## config.mk

```make
export PLATFORM = sky130hd
export DESIGN_NAME = parc_core_reorder_buffer_flat
export DESIGN_NICKNAME = d
export VERILOG_FILES = /design/src/rtl/parc_core_reorder_buffer_if.sv /design/src/rtl/parc_core_reorder_buffer.sv /design/src/flat_wrapper.sv
export SDC_FILE = /design/constraint.sdc
export NUM_CORES = 1
export LEC_CHECK = 0
export BUFFER_PORTS_ARGS = -buffer_cell sky130_fd_sc_hd__buf_2
export CAP_MARGIN = 20
export CORE_MARGIN = 2
export CORE_UTILIZATION = 60
export CTS_CLUSTER_DIAMETER = 80
export DETAILED_ROUTE_END_ITERATION = 16
export PLACE_DENSITY = 0.78
export SYNTH_ARGS = -nofsm -noshare
export SYNTH_HDL_FRONTEND = slang
export SYNTH_SLANG_ARGS = --single-unit
```

## constraint.sdc

```tcl
create_clock -name clk -period 6.4 [get_ports clk]
set_input_delay 1.6 -clock clk [delete_from_list [all_inputs] [get_ports clk]]
set_output_delay 1.6 -clock clk [all_outputs]
set_load 0.02 [all_outputs]
```

## src/rtl/parc_core_reorder_buffer_if.sv

```systemverilog
// Decode/writeback/commit bundle of the 16-entry reorder buffer.
// The master side is the pipeline; the slave side is the ROB itself.
interface parc_core_reorder_buffer_if;
  logic        rob_alloc_req_val;
  logic        rob_alloc_req_rdy;
  logic [4:0]  rob_alloc_req_preg;
  logic [3:0]  rob_alloc_resp_slot;
  logic        rob_fill_val;
  logic [3:0]  rob_fill_slot;
  logic [31:0] rob_fill_data;
  logic [3:0]  rob_byp0_slot;
  logic [3:0]  rob_byp1_slot;
  logic [31:0] rob_byp0_data;
  logic [31:0] rob_byp1_data;
  logic        rob_commit_wen;
  logic [3:0]  rob_commit_slot;
  logic [4:0]  rob_commit_rf_waddr;
  logic [31:0] rob_commit_data;

  modport master (
    output rob_alloc_req_val, rob_alloc_req_preg,
    output rob_fill_val, rob_fill_slot, rob_fill_data,
    output rob_byp0_slot, rob_byp1_slot,
    input  rob_alloc_req_rdy, rob_alloc_resp_slot,
    input  rob_byp0_data, rob_byp1_data,
    input  rob_commit_wen, rob_commit_slot, rob_commit_rf_waddr, rob_commit_data
  );

  modport slave (
    input  rob_alloc_req_val, rob_alloc_req_preg,
    input  rob_fill_val, rob_fill_slot, rob_fill_data,
    input  rob_byp0_slot, rob_byp1_slot,
    output rob_alloc_req_rdy, rob_alloc_resp_slot,
    output rob_byp0_data, rob_byp1_data,
    output rob_commit_wen, rob_commit_slot, rob_commit_rf_waddr, rob_commit_data
  );
endinterface

```

## src/rtl/parc_core_reorder_buffer.sv

```systemverilog
// 16-entry in-order reorder buffer: allocate at tail, fill out of order,
// retire one ready entry per cycle from head.
module parc_core_reorder_buffer (
  input logic                          clk,
  input logic                          reset,
  parc_core_reorder_buffer_if.slave    rob
);
  localparam int DATA_W = 32;
  localparam int PREG_W = 5;
  localparam int DEPTH  = 16;

  logic [DEPTH-1:0]  valid_q;
  logic [DEPTH-1:0]  ready_q;
  logic [PREG_W-1:0] preg_q [DEPTH];
  logic [DATA_W-1:0] data_q [DEPTH];
  logic [3:0]        head_q;
  logic [3:0]        tail_q;
  logic [4:0]        count_q;

  logic alloc_fire;
  logic fill_fire;
  logic commit_fire;

  assign rob.rob_alloc_req_rdy   = (count_q != 5'd16);
  assign rob.rob_alloc_resp_slot = tail_q;

  assign alloc_fire  = rob.rob_alloc_req_val && rob.rob_alloc_req_rdy;
  assign commit_fire = valid_q[head_q] && ready_q[head_q];
  // A fill aimed at the entry retiring this cycle would resurrect a freed slot.
  assign fill_fire   = rob.rob_fill_val && valid_q[rob.rob_fill_slot] &&
                       !(commit_fire && (rob.rob_fill_slot == head_q)) && !reset;

  assign rob.rob_commit_wen      = commit_fire;
  assign rob.rob_commit_slot     = head_q;
  assign rob.rob_commit_rf_waddr = preg_q[head_q];
  assign rob.rob_commit_data     = data_q[head_q];
  assign rob.rob_byp0_data       = data_q[rob.rob_byp0_slot];
  assign rob.rob_byp1_data       = data_q[rob.rob_byp1_slot];

  // Control state: pointers, occupancy and per-entry valid/ready.
  always_ff @(posedge clk) begin
    if (reset) begin
      valid_q <= '0;
      ready_q <= '0;
      head_q  <= 4'd0;
      tail_q  <= 4'd0;
      count_q <= 5'd0;
    end else begin
      if (commit_fire) begin
        valid_q[head_q] <= 1'b0;
        ready_q[head_q] <= 1'b0;
        head_q          <= head_q + 4'd1;
      end
      if (fill_fire) begin
        ready_q[rob.rob_fill_slot] <= 1'b1;
      end
      // Alloc is applied last so it wins over a same-slot fill.
      if (alloc_fire) begin
        valid_q[tail_q] <= 1'b1;
        ready_q[tail_q] <= 1'b0;
        tail_q          <= tail_q + 4'd1;
      end
      case ({alloc_fire, commit_fire})
        2'b10:   count_q <= count_q + 5'd1;
        2'b01:   count_q <= count_q - 5'd1;
        default: count_q <= count_q;
      endcase
    end
  end

  // Payload state: never reset, written only by accepted alloc/fill.
  always_ff @(posedge clk) begin
    if (alloc_fire && !reset) begin
      preg_q[tail_q] <= rob.rob_alloc_req_preg;
    end
    if (fill_fire) begin
      data_q[rob.rob_fill_slot] <= rob.rob_fill_data;
    end
  end
endmodule
```

## src/flat_wrapper.sv

```systemverilog
// flat-port wrapper written by rule: the top's interface ports become plain ports
module parc_core_reorder_buffer_flat 
  (clk, reset, rob_rob_alloc_req_val, rob_rob_alloc_req_preg, rob_rob_fill_val, rob_rob_fill_slot, rob_rob_fill_data, rob_rob_byp0_slot, rob_rob_byp1_slot, rob_rob_alloc_req_rdy, rob_rob_alloc_resp_slot, rob_rob_byp0_data, rob_rob_byp1_data, rob_rob_commit_wen, rob_rob_commit_slot, rob_rob_commit_rf_waddr, rob_rob_commit_data);
  parc_core_reorder_buffer_if rob_i ();
  input logic clk;
  input logic reset;
  input wire logic [$bits(rob_i.rob_alloc_req_val)-1:0] rob_rob_alloc_req_val;
  input wire logic [$bits(rob_i.rob_alloc_req_preg)-1:0] rob_rob_alloc_req_preg;
  input wire logic [$bits(rob_i.rob_fill_val)-1:0] rob_rob_fill_val;
  input wire logic [$bits(rob_i.rob_fill_slot)-1:0] rob_rob_fill_slot;
  input wire logic [$bits(rob_i.rob_fill_data)-1:0] rob_rob_fill_data;
  input wire logic [$bits(rob_i.rob_byp0_slot)-1:0] rob_rob_byp0_slot;
  input wire logic [$bits(rob_i.rob_byp1_slot)-1:0] rob_rob_byp1_slot;
  output wire logic [$bits(rob_i.rob_alloc_req_rdy)-1:0] rob_rob_alloc_req_rdy;
  output wire logic [$bits(rob_i.rob_alloc_resp_slot)-1:0] rob_rob_alloc_resp_slot;
  output wire logic [$bits(rob_i.rob_byp0_data)-1:0] rob_rob_byp0_data;
  output wire logic [$bits(rob_i.rob_byp1_data)-1:0] rob_rob_byp1_data;
  output wire logic [$bits(rob_i.rob_commit_wen)-1:0] rob_rob_commit_wen;
  output wire logic [$bits(rob_i.rob_commit_slot)-1:0] rob_rob_commit_slot;
  output wire logic [$bits(rob_i.rob_commit_rf_waddr)-1:0] rob_rob_commit_rf_waddr;
  output wire logic [$bits(rob_i.rob_commit_data)-1:0] rob_rob_commit_data;
  assign rob_i.rob_alloc_req_val = rob_rob_alloc_req_val;
  assign rob_i.rob_alloc_req_preg = rob_rob_alloc_req_preg;
  assign rob_i.rob_fill_val = rob_rob_fill_val;
  assign rob_i.rob_fill_slot = rob_rob_fill_slot;
  assign rob_i.rob_fill_data = rob_rob_fill_data;
  assign rob_i.rob_byp0_slot = rob_rob_byp0_slot;
  assign rob_i.rob_byp1_slot = rob_rob_byp1_slot;
  assign rob_rob_alloc_req_rdy = rob_i.rob_alloc_req_rdy;
  assign rob_rob_alloc_resp_slot = rob_i.rob_alloc_resp_slot;
  assign rob_rob_byp0_data = rob_i.rob_byp0_data;
  assign rob_rob_byp1_data = rob_i.rob_byp1_data;
  assign rob_rob_commit_wen = rob_i.rob_commit_wen;
  assign rob_rob_commit_slot = rob_i.rob_commit_slot;
  assign rob_rob_commit_rf_waddr = rob_i.rob_commit_rf_waddr;
  assign rob_rob_commit_data = rob_i.rob_commit_data;
  parc_core_reorder_buffer u_core (.clk(clk), .reset(reset), .rob(rob_i));
endmodule
```

* Word-level counts from Yosys, hierarchy flattened
Memory sizes are Yosys's and may differ from the RTL's. A register that Yosys moved wholly into a read port is not among the register bits.
Cells that the tools add are included.
** Cells by class
- $add $sub $neg :: 4
- Magnitude comparators :: 6
- Equal/unequal tests :: 4
- Muxes and demuxes :: 29
- Bitwise gates (word level) :: 7
- Reduce and logical (&&, ||, !) cells :: 13
** Operators with widths (number)
- $mux 16 :: 8
- $and 16x16->16 :: 3
- $not 16->16 :: 2
- $or 16x16->16 :: 2
- $mux 4 :: 4
- $lt 4x5->1 const B :: 3
- $bmux 1 s4 :: 3
- $demux 1 s4 :: 3
- $ge 4x1->1 const B :: 3
- $logic_and 1x1->1 :: 10
- $mux 1 :: 10
- $pmux 5 s2 :: 1
- $add 4x1->4 const B :: 2
- $add 5x1->5 const B :: 1
- $ne 5x5->1 const B :: 1
- $sub 5x1->5 const B :: 1
- $eq 4x4->1 :: 1
- $eq 2x1->1 const B :: 1
- $eq 2x2->1 const B :: 1
- $logic_not 1->1 :: 2
- $reduce_bool 2->1 :: 1
** Storage, ports and cells
- Register bits after elaboration :: 45
- Memory bits (writable) :: 592
- Input bits :: 53
- Output and inout bits :: 111
- Word-level logic and storage cells :: 70
- Memories :: 2
** Memories
- u_core.data_q :: words 16, width 32, rd ports 3, clocked after Yosys merged registers in 1, write ports 1, RTL line parc_core_reorder_buffer.sv:15 : logic [DATA_W-1:0] data_q [DEPTH];
- u_core.preg_q :: words 16, width 5, rd ports 1, clocked after Yosys merged registers in 1, write ports 1, RTL line parc_core_reorder_buffer.sv:14 : logic [PREG_W-1:0] preg_q [DEPTH];

* Logic depth before layout (Yosys ltp)
Gate-level depths: netlist (run 1).
- Depth after elaboration :: 13
- Mapped depth :: 15

* Least setup slack after synthesis (run 1)
No wires, ideal clock.
- Path kind :: input -> register
- Start point :: input port rob_rob_fill_slot[1]
- End point :: memory u_core.data_q[12][0] (enable)
- Library setup time :: 0.501 ns
- Data arrival time :: 5.444 ns
- Setup slack :: 0.455 ns
- Stages :: 6
- Buffers on the path :: 2
- Path through :: clkbuf_1 > xnor2_1 > nand4_1 > a21oi_4 > buf_6 > nor4_1
** Between the ends
- Cells in the longest elaborated chain, start to end :: 7
** RTL lines
- start: declaration :: RTL line flat_wrapper.sv:10 : input wire logic [$bits(rob_i.rob_fill_slot)-1:0] rob_rob_fill_slot;
- $bmux 1 s4 / $eq 4x4->1 (equally long branches) :: RTL line parc_core_reorder_buffer.sv:30, parc_core_reorder_buffer.sv:31
- $mux 1 (not written as such) / $logic_and 1x1->1 (equally long branches) :: RTL line parc_core_reorder_buffer.sv:30, parc_core_reorder_buffer.sv:31
- $logic_and 1x1->1 / $logic_not 1->1 (equally long branches) :: RTL line parc_core_reorder_buffer.sv:30, parc_core_reorder_buffer.sv:31
- $logic_and 1x1->1 :: RTL line parc_core_reorder_buffer.sv:30 : assign fill_fire = rob.rob_fill_val && valid_q[rob.rob_fill_slot] &&
- $logic_and 1x1->1 :: RTL line parc_core_reorder_buffer.sv:31 : !(commit_fire && (rob.rob_fill_slot == head_q)) && !reset;
- $mux 1 :: RTL line parc_core_reorder_buffer.sv:76 : if (fill_fire) begin
- $mux 1 (not written as such) :: RTL line parc_core_reorder_buffer.sv:77 : data_q[rob.rob_fill_slot] <= rob.rob_fill_data;
- end: declaration :: RTL line parc_core_reorder_buffer.sv:15
Several ways; a longest one is shown, not always the timed one. The select of a mux whose other input is x is not followed.

* Worst setup path after layout (run 1)
- Start point :: input port rob_rob_byp1_slot[0]
- End point :: output port rob_rob_byp1_data[18]
** Between the ends
- Cells in the longest elaborated chain, start to end :: 1
** RTL lines
- start: declaration :: RTL line flat_wrapper.sv:13 : input wire logic [$bits(rob_i.rob_byp1_slot)-1:0] rob_rob_byp1_slot;
- $mem_v2 16x32
- end: declaration :: RTL line flat_wrapper.sv:17 : output wire logic [$bits(rob_i.rob_byp1_data)-1:0] rob_rob_byp1_data;
Every way passes these cells.

==> results.txt, run 1 <==
----------------------------------------------------
[Outcome]
  Status ... complete, no violations

[Setup path]
  Buffers and inverters on the worst path ... 3
  Number of cells on the worst reg-to-reg path ... 12
  Chain of cells forming the critical path ... clkbuf_8 > buf_12 > mux4_2 > mux4_2 > buf_2
  Worst setup slack for register-to-register paths ... 2.12 ns
  Largest stage delay on the critical path ... 0.55 ns
  Endpoint of the lowest-slack register-to-register path ... u_core.count_q[4]
  Data arrival, critical path ... 3.74 ns
  Highest-delay cell along the critical path ... mux4_2
  Startpoint class of the critical path ... input pin
  Kind of capture point of the worst setup path ... output pin
  Launching point of the worst reg2reg path ... u_core.rob.rob_commit_slot[1]
  Start point of the critical path ... rob_rob_byp1_slot[0]
  Crit path kind ... in2out
  Cell family with most CP delay ... multiplexers
  Most repeated library cell on the critical path ... mux4_2
  CP max FO ... 38
  CP Data Required Time ... 4.80 ns

[Global routing]
  Overall overflow remaining after global route ... 0
  Overall fraction of global-route tracks in use ... 0.313
  Maximum number of pins on one net before global-route repair ... 88
  Number of antenna violations at the first check in global routing ... 6
  Global-route wire length before repair ... 127000 µm
  Via count of the first global-routing pass ... 19344

[STA]
  Final setup violation count ... 0
  Setup TNS after final layout ... 0 ns
  Fmax achieved ... 187 MHz
  Slew at the pin closest to its max-slew limit ... 1.02 ns
  Count of final max-slew check failures ... 0
  Setup repair after global routing missed its margin ... no
  Final hold violation count ... 0
  Post-layout min period ... 5.34 ns
  Final critical-path setup slack ... 1.06 ns
  Largest clock skew in the final design ... 0.0284 ns
  Fin crit share ... 0.834
  Worst slew margin relative to its limit ... 0.307

[Run]
  Max-cap violations ... 0

[Placement]
  Number of instances in the placed design ... 2350
  Cell Area, Placed ... 0.0344 mm²
  # port buffers ... 163
  Half-perimeter wire length after detailed placement ... 47800 µm
  Last weighted congestion value of the routability-driven placer ... 0.829
  Post-Place Worst Slack ... 1.03 ns

[Power]
  Power Dens Cells ... 247 mW/mm²
  Leakage component of the power ... 11.3 nW
  Maximum resistive drop on vdd ... 0.229 mV

[Yosys]
  Number of nets in the synthesized netlist ... 1647
  Top-area cell type share of the netlist area ... 0.543
  Cell taking the most area after synthesis ... edfxtp_1
  Ranking of synthesized cells by area ... edfxtp_1, mux4_2, dfxtp_1, clkbuf_1, buf_2
  Number of distinct library cell variants in the gate-level netlist after synthesis ... 58
  Synthesized instance count ... 1583
  Synth warnings ... 0
  Post-synth design cell area ... 0.0327 mm²
  Most used flip-flop cell after synthesis ... edfxtp_1
  Proportion of synthesized chip area in sequential cells ... 0.573
  Share of flip-flops with an asynchronous set or reset ... 0
  Number of synthesized register bits ... 641
  Syn_area_per_cell ... 20.7 µm²
  Post-synth EDFFs ... 592

[Layout]
  Fraction of final layout cells with drive strength greater than 1 ... 0.484
  Finished Core Util ... 0.680
  Final layout net count ... 1790
  Filler Cells Inserted ... 3336
  Final cell count without fillers ... 2478
  Layout Area Growth over Synthesis ... 11.8%
  Post-route cell area ... 0.0366 mm²

[Clock network]
  Post-CTS setup buffers ... 0
  Clock tree from TritonCTS ... yes
  Insertion delay to the later sink of the worst-skew pair ... 0.62 ns
  H-tree lvl count ... 3
  Clock Sinks ... 641
  Number of buffers created by CTS ... 70
  Hold-fix buffers, CTS ... 0
  Clock tree root buffer cell ... clkbuf_16
  # resized after CTS ... 0
  Register clock-pin slew on the reported worst setup and hold paths ... 0.06 ns
  Largest buffer count on any clock path ... 3

[Drt]
  Number of optimization iterations in the first detailed-route pass ... 6
  Number of DRC markers after the initial detailed-route iteration ... 2301
  Post-detailed-route DRC marker count ... 0
  Routed via count ... 18790
  Total detailed-routing wirelength ... 85700 µm
  Detail-routed via count per cell ... 7.58
  Detail-routed net length per standard cell ... 34.6 µm
  ANT nets after route ... 0

[Floorplanning]
  Die X-Extent ... 237 µm
  Standard-cell row count ... 85
  Number of primary I/O pins ... 164
  Die Area ... 0.0564 mm²
  Placeable Area ... 0.0538 mm²
  Overall die height ... 237 µm
  Initial Util ... 0.608

[Worst hold path]
  Hold path depth ... 2
  Startpoint of the worst hold path ... u_core.valid_q[14]
  Hold endpoint ... u_core.valid_q[14]
  Tightest Hold Check Type ... reg2reg

----------------------------------------------------
## layout by cell type (no fill, tap or decap), types with 8 or more instances in the layout
cell type / n
mux4_2: 511
clkbuf_16: 70
inv_1: 16
buf_12: 13
clkbuf_1: 11
o211ai_1: 12
a31oi_1: 10
o22ai_1: 18
nor2_1: 34
o21ai_0: 16
nor2b_1: 8
dfxtp_1: 45
clkinv_2: 15
ha_1: 11
nand3_1: 13
a21oi_1: 9
clkinv_1: 16
nand2_1: 35
buf_4: 38
edfxtp_1: 592
buf_2: 159
## area by class of cell
type                    count  area [µm²]  area share
diodes                      3        7.51    0.000205
clock inverters            44         353     0.00965
repair buffers            214        1390      0.0380
inverters                  18        67.6     0.00185
clock buffers              81        1790      0.0490
flip-flops and latches    641       18800       0.513
well taps                 696         871      0.0238
multi-input cells         781       13300       0.364
## layer usage
metal | GRT usage | up-vias | wire length, µm
met5 | 0 | - | 32
met4 | 0.124 | 6 | 3280
met3 | 0.0690 | 215 | 8880
met2 | 0.517 | 1346 | 44100
met1 | 0.413 | 9860 | 29400
li1 | - | 7363 | -
## through the flow
step | hold slack (ns) | total power, mW
after global placement | 0.453 | 5.30
final | 0.474 | 9.03
after floorplan | 0.439 | 5.09
after detailed placement | 0.465 | 5.31
after CTS | 0.476 | 9.08
after global routing | 0.491 | 9.27
## synthesized netlist by cell type (5+ instances only)
master    number
a21oi_1        9
a31oi_1       10
or3_1          6
mux4_2       511
nor2_1        38
o32ai_1        5
o22ai_1       18
buf_2         43
inv_1         16
ha_1          11
nor4_1         7
buf_6          8
xor2_1         5
a21o_1         6
o21ai_2        5
o211ai_1      12
dfxtp_1       49
nand2_1       35
nor2b_1        8
nor3_1         6
buf_1         10
clkbuf_1      80
edfxtp_1     592
nand3_1       13
xnor2_1        6
o21ai_0       16
nor3b_1        8
## worst max-delay path by stage
stage                       endpoint  depth (start not counted)  slack, ns
4_1_cts         rob_rob_byp1_data[0]                          5       1.02
3_3_place_gp   rob_rob_byp1_data[18]                          5       1.04
5_1_grt         rob_rob_byp1_data[0]                          5       0.95
6_report       rob_rob_byp1_data[18]                          5       1.06
3_5_place_dp    rob_rob_byp1_data[2]                          5       1.03
2_1_floorplan   u_core.data_q[12][0]                          6       0.46
## power breakdown
group | switching, mW | internal [mW]
registers | 0.00764 | 4.58
logic | 0.360 | 0.278
clock network | 1.66 | 2.15
## sequential cells by signal, summed over array words and instances, names as in the netlist, named ones only
name and count:
u_core.data_q 512, u_core.preg_q 80, u_core.ready_q 16, u_core.valid_q 16, u_core.count_q 5, u_core.rob.rob_alloc_resp_slot 4, u_core.rob.rob_commit_slot 4
## worst register-to-register path: cells and delay by family (launching register included)
kind | cells | cell delay (ns)
xor+xnor | 1 | 0.18
simple gates | 2 | 0.72
fa+ha+maj | 2 | 0.60
mux | 2 | 0.75
buf+inv | 1 | 0.18
compound gates | 4 | 0.95
flops | 1 | 0.78
## cells by family (layout without fill, tap and decap cells)
| family | Yosys count | after routing | share of synthesized area |
|---|---|---|---|
| other | 0 | 3 | 0 |
| muxes | 516 | 516 | 0.354 |
| and+or+nand+nor | 143 | 143 | 0.0222 |
| xor gates and xnor gates | 11 | 11 | 0.00295 |
| buffers and inverters | 161 | 357 | 0.0222 |
| adders and majority gates | 11 | 11 | 0.00421 |
| DFF | 641 | 641 | 0.573 |
| AOI/OAI and AO/OA | 100 | 100 | 0.0212 |
(Power assumes the default switching activity.)
==> inputs of run 2 (changes only) <==
Settings changed: CORE_UTILIZATION 60 to 56, PLACE_DENSITY 0.78 to 0.77.
Clock period 6.4 ns to 4.62 ns, I/O delays scaled along.
==> results.txt, run 2 (synthesis gave the netlist of run 1 again) <==
----------------------------------------------------
[Power]
  Maximum resistive drop on vdd ... 0.365 mV
  Total power of the final layout ... 12.4 mW
  Power Dens Cells ... 335 mW/mm²
  Leakage component of the power ... 11.4 nW

[Layout]
  Post-route cell area ... 0.0371 mm²
  Fraction of final layout cells with drive strength greater than 1 ... 0.486
  Final cell count without fillers ... 2559
  Final layout net count ... 1804
  Most common library cell in the layout ignoring fill and taps ... edfxtp_1
  Largest Register ... u_core.data_q
  Filler Cells Inserted ... 3762
  Number of flip-flops in the largest register ... 512
  Biggest registers after layout ... u_core.data_q x512, u_core.preg_q x80
  Layout Area Growth over Synthesis ... 13.4%
  Most frequent cells in the layout ... edfxtp_1, mux4_2, buf_2

[Setup path]
  Number of cells on the worst reg-to-reg path ... 11
  Data arrival, critical path ... 3.05 ns
  Worst setup slack for register-to-register paths ... 0.71 ns
  Largest stage delay on the critical path ... 0.56 ns
  Startpoint class of the critical path ... input pin
  Critical path capture point ... rob_rob_byp0_data[17]
  Buffers and inverters on the worst path ... 3
  Crit path kind ... in2out
  Start point of the critical path ... rob_rob_byp0_slot[0]
  Chain of cells forming the critical path ... clkbuf_8 > buf_12 > mux4_2 > mux4_2 > buf_2
  Number of logic stages on the critical path including buffering ... 5
  Launching point of the worst reg2reg path ... u_core.rob.rob_commit_slot[1]
  CP Data Required Time ... 3.46 ns
  Highest-delay cell along the critical path ... mux4_2
  Kind of capture point of the worst setup path ... output pin
  Cell family with most CP delay ... multiplexers
  Most repeated library cell on the critical path ... mux4_2
  Endpoint of the lowest-slack register-to-register path ... u_core.count_q[4]
  CP max FO ... 24

[Placement]
  Post-Place Worst Slack ... 0.406 ns
  # port buffers ... 163
  Cell Area, Placed ... 0.0350 mm²
  Number of instances in the placed design ... 2435
  Last weighted congestion value of the routability-driven placer ... 0.884
  Half-perimeter wire length after detailed placement ... 48300 µm

[Floorplanning]
  Standard-cell row count ... 88
  Placeable Area ... 0.0577 mm²
  Number of primary I/O pins ... 164
  Overall die height ... 246 µm
  Initial Util ... 0.567
  Die Area ... 0.0604 mm²
  Die X-Extent ... 246 µm

[Global routing]
  Met3 usage ... 0.0691
  Overall fraction of global-route tracks in use ... 0.289
  GR peak layer ... met2
  Via count of the first global-routing pass ... 19240
  Met1 track demand over resource in global routing ... 0.376
  Overall overflow remaining after global route ... 0
  Met2 track utilization from global routing ... 0.467
  Maximum number of pins on one net before global-route repair ... 49
  Global-route wire length before repair ... 125000 µm
  Number of antenna violations at the first check in global routing ... 9

[STA]
  Slew at the pin closest to its max-slew limit ... 1.09 ns
  Fmax achieved ... 238 MHz
  Largest clock skew in the final design ... 0.0343 ns
  Setup TNS after final layout ... 0 ns
  Final setup violation count ... 0
  Worst slew margin relative to its limit ... 0.271
  Count of final max-slew check failures ... 0
  Final critical-path setup slack ... 0.416 ns
  Fin crit share ... 0.910
  Final hold violation count ... 0
  Setup repair after global routing missed its margin ... no
  Post-layout min period ... 4.20 ns

[Clock network]
  Insertion delay to the later sink of the worst-skew pair ... 0.61 ns
  Post-CTS setup buffers ... 0
  Number of buffers created by CTS ... 68
  Hold-fix buffers, CTS ... 0
  Clock tree from TritonCTS ... yes
  Clock tree root buffer cell ... clkbuf_16
  # resized after CTS ... 0
  Largest buffer count on any clock path ... 3
  H-tree lvl count ... 3
  Clock Sinks ... 641
  Register clock-pin slew on the reported worst setup and hold paths ... 0.06 ns

[Worst hold path]
  Tightest Hold Check Type ... reg2reg

[Run]
  Max-cap violations ... 0

[Drt]
  Routed via count ... 18788
  Number of DRC markers after the initial detailed-route iteration ... 2245
  Detail-routed via count per cell ... 7.34
  ANT nets after route ... 0
  Total detailed-routing wirelength ... 84900 µm
  Post-detailed-route DRC marker count ... 0
  Number of optimization iterations in the first detailed-route pass ... 5
  Detail-routed net length per standard cell ... 33.2 µm

[Outcome]
  Status ... complete, no violations

----------------------------------------------------
[run 2: changes by cell type in the layout (fill, tap and decap cells not counted), sizes merged]
cell and change:
clkinv -9, buf +16, inv -1, diode +3, clkbuf +3, bufinv +1
clkinvlp -1
[run 2: tightest hold or removal path: cells and delay by family, from the launching register on]
kind / cells / cell delay, ns
flip-flops: 1 / 0.32
buffers and inverters: 1 / 0.05
AO/OA/AOI/OAI: 1 / 0.05
[run 2: metrics by stage]
step                hold slack, ns  utilization
global placement             0.452        0.607
detailed placement           0.464        0.607
finish                       0.473        0.643
floorplan                    0.439            -
CTS                          0.472        0.643
global route                 0.499        0.643
[run 2: worst min path at each step]
stage                            start                 end  cells after the start
floorplan            u_core.valid_q[6]   u_core.valid_q[6]                      2
global placement    u_core.valid_q[12]  u_core.valid_q[12]                      2
detailed placement  u_core.valid_q[12]  u_core.valid_q[12]                      2
CTS                  u_core.valid_q[6]   u_core.valid_q[6]                      2
global route         u_core.valid_q[6]   u_core.valid_q[6]                      2
finish               u_core.valid_q[4]   u_core.valid_q[4]                      2
[run 2: area by class of cell]
cell class                      instances  area [µm²]  share of cell area
Tap cell                              765         957              0.0258
Timing Repair Buffer                  230        1860              0.0502
Multi-Input combinational cell        781       13300               0.360
Clock inverter                         34         268             0.00722
Clock buffer                           84        1830              0.0492
Sequential cell                       641       18800               0.506
Inverter                               18        67.6             0.00182
Antenna cell                            6        15.0            0.000405
[run 2: metal layers]
layer  wire (µm)  vias up
li1            -     7391
met1       29400     9851
met2       42900     1303
met3        8770      237
met4        3800        6
met5          34        -
[run 2: power breakdown]
group          internal (mW)  total [mW]  switching, mW  leakage (nW)
Combinational          0.401       0.901          0.500          4.67
Clock                   3.02        5.19           2.17          1.03
Sequential              6.34        6.35         0.0101          5.72
Total                   9.76        12.4           2.68          11.4
==> inputs of run 3 (changes only) <==
Settings changed: CORE_UTILIZATION 56 to 30, PLACE_DENSITY 0.77 to 0.5, REMOVE_ABC_BUFFERS from default to 1.
==> results.txt, run 3 (synthesis gave the netlist of run 1 again) <==
----------------------------------------------------
[Setup path]
  Chain of cells forming the critical path ... buf_8 > buf_4 > mux4_2 > mux4_2 > buf_2
  Endpoint of the lowest-slack register-to-register path ... u_core.count_q[4]
  Startpoint class of the critical path ... input pin
  Highest-delay cell along the critical path ... mux4_2
  Crit path kind ... in2out
  Kind of capture point of the worst setup path ... output pin
  Largest stage delay on the critical path ... 0.55 ns
  Launching point of the worst reg2reg path ... u_core.rob.rob_commit_slot[1]
  CP Data Required Time ... 3.46 ns
  Data arrival, critical path ... 3.05 ns
  CP max FO ... 19
  Worst setup slack for register-to-register paths ... 0.59 ns
  Most repeated library cell on the critical path ... mux4_2
  Number of cells on the worst reg-to-reg path ... 11

[Clock network]
  Largest buffer count on any clock path ... 3
  Number of buffers created by CTS ... 77
  Hold-fix buffers, CTS ... 0
  Clock tree root buffer cell ... clkbuf_16
  # resized after CTS ... 0
  H-tree lvl count ... 3
  Clock tree from TritonCTS ... yes
  Register clock-pin slew on the reported worst setup and hold paths ... 0.06 ns
  Post-CTS setup buffers ... 0
  Insertion delay to the later sink of the worst-skew pair ... 0.64 ns
  Clock Sinks ... 641

[Global routing]
  Overall fraction of global-route tracks in use ... 0.179
  Global-route wire length before repair ... 144000 µm
  Overall overflow remaining after global route ... 0
  Via count of the first global-routing pass ... 19679
  Number of antenna violations at the first check in global routing ... 4
  Maximum number of pins on one net before global-route repair ... 55

[Floorplanning]
  Die X-Extent ... 334 µm
  Standard-cell row count ... 121
  Placeable Area ... 0.109 mm²
  Initial Util ... 0.301
  Overall die height ... 334 µm
  Die Area ... 0.112 mm²
  Number of primary I/O pins ... 164

[STA]
  Final setup violation count ... 0
  Fmax achieved ... 238 MHz
  Setup TNS after final layout ... 0 ns
  Post-layout min period ... 4.20 ns
  Final-layout worst hold slack ... 0.476 ns
  Final hold violation count ... 0
  Count of final max-slew check failures ... 0
  Largest clock skew in the final design ... 0.0198 ns
  Slew at the pin closest to its max-slew limit ... 0.936 ns
  Fin crit share ... 0.909
  Worst slew margin relative to its limit ... 0.376
  Setup repair after global routing missed its margin ... no

[Drt]
  Routed via count ... 18496
  Total detailed-routing wirelength ... 100000 µm
  Post-detailed-route DRC marker count ... 0
  Number of DRC markers after the initial detailed-route iteration ... 1661
  Detail-routed via count per cell ... 5.72
  ANT nets after route ... 0
  Number of optimization iterations in the first detailed-route pass ... 5
  Detail-routed net length per standard cell ... 31.0 µm

[Layout]
  Post-route cell area ... 0.0384 mm²
  Largest Register ... u_core.data_q
  Fraction of final layout cells with drive strength greater than 1 ... 0.493
  Final layout net count ... 1830
  Most common library cell in the layout ignoring fill and taps ... edfxtp_1
  Biggest registers after layout ... u_core.data_q x512, u_core.preg_q x80
  Finished Core Util ... 0.353
  Number of flip-flops in the largest register ... 512
  Antenna Cells ... 0
  Layout Area Growth over Synthesis ... 17.3%
  Most frequent cells in the layout ... edfxtp_1, mux4_2, buf_2

[Worst hold path]
  Tightest Hold Check Type ... reg2reg
  Hold path depth ... 2
  Startpoint of the worst hold path ... u_core.valid_q[12]
  Hold endpoint ... u_core.valid_q[12]

[Power]
  Leakage component of the power ... 11.6 nW
  Maximum resistive drop on vdd ... 0.251 mV
  Power Dens Cells ... 342 mW/mm²

[Placement]
  Last weighted congestion value of the routability-driven placer ... 0.797
  Half-perimeter wire length after detailed placement ... 57900 µm
  Cell Area, Placed ... 0.0360 mm²
  # port buffers ... 163

[Run]
  Max-cap violations ... 0

[Outcome]
  Status ... complete, no violations

----------------------------------------------------
[run 3: worst max path at each step]
stage / start / endpoint / slack, ns
after floorplan: flop / rob_rob_commit_data[0] / -3.84
final: rob_rob_byp0_slot[0] / rob_rob_byp0_data[27] / 0.42
after detailed placement: rob_rob_byp0_slot[0] / rob_rob_byp0_data[27] / 0.41
after global placement: rob_rob_byp0_slot[0] / rob_rob_byp0_data[27] / 0.42
after CTS: flop / rob_rob_commit_data[11] / 0.37
after global routing: flop / rob_rob_commit_rf_waddr[0] / 0.30
[run 3: critical path: cells and delay by family]
family | cells | cell delay, ns
buffers and inverters | 3 | 0.76
multiplexers | 2 | 1.10
[run 3: layer usage]
layer  global-route usage  vias up  share of wire
met5                    0        -        0.00041
met3               0.0401      158          0.067
met2                0.296      693           0.49
met1                0.238    10196           0.42
met4               0.0486        6          0.024
li1                     -     7443              -
[run 3: cell type report]
cell class | count | area, µm²
fillers | 9980 | 70200
flip-flops and latches | 641 | 18800
multi-input cells | 781 | 13300
repair buffers | 247 | 2060
clock buffers | 91 | 1980
well taps | 1414 | 1770
clock inverters | 43 | 393
inverters | 18 | 67.6
[run 3: through the flow]
| stage | power [mW] | instances | setup WS [ns] |
|---|---|---|---|
| finish | 13.1 | 3235 | 0.418 |
| global route | 13.6 | 3235 | 0.295 |
| global placement | 7.44 | 3100 | 0.420 |
| detailed placement | 7.45 | 3100 | 0.410 |
| CTS | 13.3 | 3234 | 0.366 |
| floorplan | 6.93 | 1440 | -3.84 |
[run 3: where the power goes]
group | leakage (nW) | switching [mW] | internal, mW
Combinational | 4.77 | 0.546 | 0.416
Sequential | 5.72 | 0.0105 | 6.34
Clock | 1.15 | 2.46 | 3.35
